===== src/rtl/ppg_pkg.sv =====
// Shared constants and helpers for the PPG sample path.
// Default sample width/depth and the pointer sizing function live here.
package ppg_pkg;

    localparam int PPG_SAMPLE_WIDTH = 10;
    localparam int PPG_FIFO_DEPTH   = 4;

    // Encoded as {read_accepted, write_accepted} so it can be built by a cast.
    typedef enum logic [1:0] {
        FIFO_IDLE = 2'b00,
        FIFO_PUSH = 2'b01,
        FIFO_POP  = 2'b10,
        FIFO_BOTH = 2'b11
    } fifo_op_e;

    function automatic int ptr_width(input int depth);
        int w;
        w = 1;
        while ((1 << w) < depth) begin
            w = w + 1;
        end
        return w;
    endfunction

endpackage


===== src/rtl/ppg_fifo_mem.sv =====
// Sample storage: one synchronous write port, one synchronous read port.
// The read register doubles as the FIFO output and is the only reset state here.
module ppg_fifo_mem
    import ppg_pkg::*;
#(
    parameter int WIDTH = PPG_SAMPLE_WIDTH,
    parameter int DEPTH = PPG_FIFO_DEPTH,
    parameter int AW    = ptr_width(PPG_FIFO_DEPTH)
) (
    input  logic             clk,
    input  logic             reset,
    input  logic             wr_en,
    input  logic [AW-1:0]    wr_addr,
    input  logic [WIDTH-1:0] wr_data,
    input  logic             rd_en,
    input  logic [AW-1:0]    rd_addr,
    output logic [WIDTH-1:0] rd_data
);

    logic [WIDTH-1:0] mem_reg [DEPTH];

    always_ff @(posedge clk) begin
        if (wr_en) begin
            mem_reg[wr_addr] <= wr_data;
        end
    end

    // Read and write never target the same entry in one cycle: that would need
    // a non-empty FIFO with equal pointers, i.e. full, which blocks the write.
    always_ff @(posedge clk or posedge reset) begin
        if (reset) begin
            rd_data <= '0;
        end else if (rd_en) begin
            rd_data <= mem_reg[rd_addr];
        end
    end

endmodule


===== src/rtl/ppg_interface.sv =====
// PPG sample FIFO between the sensor front end and BPM processing.
// Owns pointers, occupancy and status flags; storage is in ppg_fifo_mem.
module ppg_interface
    import ppg_pkg::*;
#(
    parameter int WIDTH = PPG_SAMPLE_WIDTH,
    parameter int DEPTH = PPG_FIFO_DEPTH
) (
    input  logic             clk,
    input  logic             reset,
    input  logic             wr_en,
    input  logic             rd_en,
    input  logic [WIDTH-1:0] Data_in,
    output logic [WIDTH-1:0] Data_out,
    output logic             full,
    output logic             empty
);

    localparam int AW = ptr_width(DEPTH);
    localparam int CW = AW + 1;

    logic [AW-1:0] wr_ptr_reg, wr_ptr_next;
    logic [AW-1:0] rd_ptr_reg, rd_ptr_next;
    logic [CW-1:0] count_reg, count_next;
    logic          wr_accept;
    logic          rd_accept;
    fifo_op_e      op;

    // Flags come only from the registered count, never from the strobes.
    assign full  = (count_reg == CW'(DEPTH));
    assign empty = (count_reg == '0);

    always_comb begin
        wr_accept   = wr_en && !full;
        rd_accept   = rd_en && !empty;
        op          = fifo_op_e'({rd_accept, wr_accept});
        wr_ptr_next = wr_ptr_reg;
        rd_ptr_next = rd_ptr_reg;
        count_next  = count_reg;
        // DEPTH is a power of two, so natural pointer overflow is the wrap.
        if (wr_accept) begin
            wr_ptr_next = wr_ptr_reg + AW'(1);
        end
        if (rd_accept) begin
            rd_ptr_next = rd_ptr_reg + AW'(1);
        end
        case (op)
            FIFO_PUSH: count_next = count_reg + CW'(1);
            FIFO_POP:  count_next = count_reg - CW'(1);
            default:   count_next = count_reg;
        endcase
    end

    always_ff @(posedge clk or posedge reset) begin
        if (reset) begin
            wr_ptr_reg <= '0;
            rd_ptr_reg <= '0;
            count_reg  <= '0;
        end else begin
            wr_ptr_reg <= wr_ptr_next;
            rd_ptr_reg <= rd_ptr_next;
            count_reg  <= count_next;
        end
    end

    ppg_fifo_mem #(
        .WIDTH (WIDTH),
        .DEPTH (DEPTH),
        .AW    (AW)
    ) u_mem (
        .clk     (clk),
        .reset   (reset),
        .wr_en   (wr_accept),
        .wr_addr (wr_ptr_reg),
        .wr_data (Data_in),
        .rd_en   (rd_accept),
        .rd_addr (rd_ptr_reg),
        .rd_data (Data_out)
    );

endmodule


===== config.mk =====
export PLATFORM = sky130hd
export DESIGN_NAME = ppg_interface
export DESIGN_NICKNAME = d
export VERILOG_FILES = /design/src/rtl/ppg_pkg.sv /design/src/rtl/ppg_fifo_mem.sv /design/src/rtl/ppg_interface.sv
export SDC_FILE = /design/constraint.sdc
export NUM_CORES = 1
export LEC_CHECK = 0
export CORE_MARGIN = 2
export CORE_UTILIZATION = 50
export CTS_CLUSTER_DIAMETER = 200
export DETAILED_ROUTE_END_ITERATION = 12
export GPL_TIMING_DRIVEN = 0
export PLACE_DENSITY = 0.81
export REMOVE_ABC_BUFFERS = 1
export SYNTH_ARGS = -nofsm -noshare
export SYNTH_HDL_FRONTEND = slang
export SYNTH_HIERARCHICAL = 1
export SYNTH_SLANG_ARGS = --single-unit

===== constraint.sdc =====
create_clock -name clk -period 2.4 [get_ports clk]
set_input_delay 0.6 -clock clk [delete_from_list [all_inputs] [get_ports clk]]
set_output_delay 0.6 -clock clk [all_outputs]
set_load 0.02 [all_outputs]

==> flow_summary_export.csv <==
group,metric,value,unit
run_status,run_status,"finished clean",
worst_setup_path,critPathLaunchType,"register",
clocking,post_cts_buffers,0,
layout,diodes,0,
sta,fmax,0.438,GHz
layout,nets,182,
worst_setup_path,critPathKind,"register to primary output",
clocking,cts_sinks,57,
placed_design,io_buffer_count,25,
worst_setup_path,path_max_fanout,4,
die,start_util,51.8,%
synth,synth_edf_count,40,
synth,netlist_area,2240,um^2
detailed_routing,drt_wl_total,3870,um
die,die_area,5030,um^2
layout,layout_commonest_cell,"edfxtp_1",
synth,yosys-top-cells-area,"edfxtp_1 54%, dfrtp_1 19%, mux2i_1 8.9%, o221ai_1 3.5%, nand2b_1 3.4%",
synth,synth_cell_types,24,
worst_setup_path,worstPathBufferInverterCount,1,
detailed_routing,routed_via_density,5.42,
sta,timing.final.hold_violations,0,
worst_setup_path,critPathMaxStageDelay,650,ps
pwr,peakVddDrop,0.757,mV
layout,drive_gt1_share,11.7,%
global_routing,antenna_found_initial,0,
run,drv_cap,0,
global_routing,grt.total_usage,17.8,%
clocking,cts_max_level,3,
die,core,4320,um^2
sta,fin_ws,117,ps
detailed_routing,wl_per_cell,17.4,um
hold_path,worst_hold_path_type,"register to register",
worst_setup_path,slowest_stage,"clkdlybuf4s50_1",
pwr,power.leakage,0.00107,uW
sta,min_period,2280,ps
clocking,hold_buffers,0,
placed_design,dp_hpwl,2430,um
synth,synth_top_area_share,53.7,%
synth,synth.ff_latch_count,57,
global_routing,gr-total-overflow,0,
sta,worstMarginPinSlew,1150,ps
global_routing,grt_max_degree,23,
placed_design,dp_slack,-142,ps
synth,yosysWarnings,6,
worst_setup_path,worstPathArrival,1680,ps
clocking,cts_root_buffer,"clkbuf_8",
synth,synth_ff_type,"edfxtp_1",
clocking,clk_pin_slew,60,ps
global_routing,grt-busiest-layer,"met2",
detailed_routing,route.detailed.drc,0,
sta,rsz0062_at_grt,"false",
worst_setup_path,crit_chain,"nor3b_2 -> clkdlybuf4s50_1",
synth,synth_top_area_cell,"edfxtp_1",
layout,fillers,325,
synth,synthesis.instances,134,
sta,maxSlewViolCount,0,
detailed_routing,drt_iter0_drc,50,
layout,layout_common_cells,"40 x edfxtp_1, 24 x clkdlybuf4s50_1, 20 x mux2i_1",
pwr,cellPowerDensity,1290,nW/um^2
die,die_w,70.9,um
clocking,postCtsResizedCells,1,
clocking,numCtsBuffers,9,
detailed_routing,first_pass_iters,4,
sta,fin_worst_skew,6.66,ps
clocking,cts_max_path_buffers,2,
global_routing,grt_use_met3,4.99,%
global_routing,grt_pass1_vias,1311,
detailed_routing,vias,1209,
clocking,clk_latency,330,ps
synth,ys_seq_area_share,72.7,%
worst_setup_path,crit_family,"buffers and inverters",
global_routing,met2_usage,28.5,%
sta,report.final.setup_viol,0,
sta,fin_crit_sh,95.1,%
detailed_routing,final_antenna_net_count,0,
global_routing,grt_use_met1,21.0,%
worst_setup_path,end_kind,"primary output",
worst_setup_path,required,1800,ps
synth,syn_area_per_cell,16.7,um^2
global_routing,grt_pass1_wl,6360,um
synth,async_flop_share,29.8,%
die,die_h,70.9,um
die,row_count,24,
layout,syn_to_final_growth,22.3,%
placed_design,routabilityCongestion,0.698,
worst_setup_path,rrSetupSlack,310,ps
clocking,cts_tree,"built",
layout,largest_reg_flops,40,
sta,slew_headroom,23.1,%
die,ioPinCount,26,
sta,tns,0,ps
## power by group
part           total, uW  internal (uW)  switching [uW]
logic               1010            500             507
registers           1590           1360             237
clock network        940            580             360
## worst register-to-register path: cells and delay by family (launching register included)
kind                   cells  cell delay (ps)
buffers and inverters      1              130
DFF                        1              400
and+or+nand+nor            4             1170
## routing by layer
layer | up-vias | share of wire (%)
li1 | 560 | -
met1 | 608 | 40
met2 | 32 | 52
met3 | 9 | 4.3
met4 | 0 | 3.2
met5 | - | 0
## stage by stage
stage	hold slack (ps)	cells	instance area [um^2]	utilization [%]	power [uW]
after global routing	520	223	2740	63.3	3730
after global placement	470	207	2520	58.3	2570
after CTS	498	223	2740	63.3	3580
final	492	223	2740	63.3	3540
after detailed placement	480	207	2530	58.4	2640
after floorplan	403	130	2210	-	2210
## synthesized netlist by cell type (all sizes together) (2+ instances only)
cell and count:
nand2 4, buf 2, dfrtp 17, nor2 3
clkbuf 2, mux2i 20, edfxtp 40, nor3b 2
inv 7, o221ai 10, nand2b 12, xor2 4
xnor2 3
## final cells by class
type / instances / area, um^2 / area share [%]
Sequential cell: 57 / 1630 / 59.4
Multi-Input combinational cell: 66 / 559 / 20.4
Timing Repair Buffer: 25 / 249 / 9.10
Clock buffer: 10 / 128 / 4.66
Clock inverter: 6 / 83.8 / 3.06
Tap cell: 52 / 65.1 / 2.38
Inverter: 7 / 26.3 / 0.960
## cell families (layout without fill, tap and decap cells)
logic type / count (synthesis) / count (layout) / synth area share, %
AO/OA/AOI/OAI: 11 / 11 / 4.42
XOR/XNOR: 7 / 7 / 2.74
adder cells (fa/ha/maj): 2 / 2 / 1.45
buffers and inverters: 11 / 48 / 2.57
flip-flops: 57 / 57 / 72.7
multiplexers: 20 / 20 / 8.94
AND/OR/NAND/NOR: 26 / 26 / 7.21
## worst paths after layout
kind,start,end,cells past startpoint
worst max-delay path,count_reg[0],full,2
worst min-delay path,count_reg[2],count_reg[2],1
worst max register to register,count_reg[2],u_mem/mem_reg[1][0],5
worst min register to register,count_reg[2],count_reg[2],1
max in group asynchronous,reset,u_mem/rd_data[0],2
min in group asynchronous,reset,rd_ptr_reg[0],2
(Power assumes the default switching activity.)
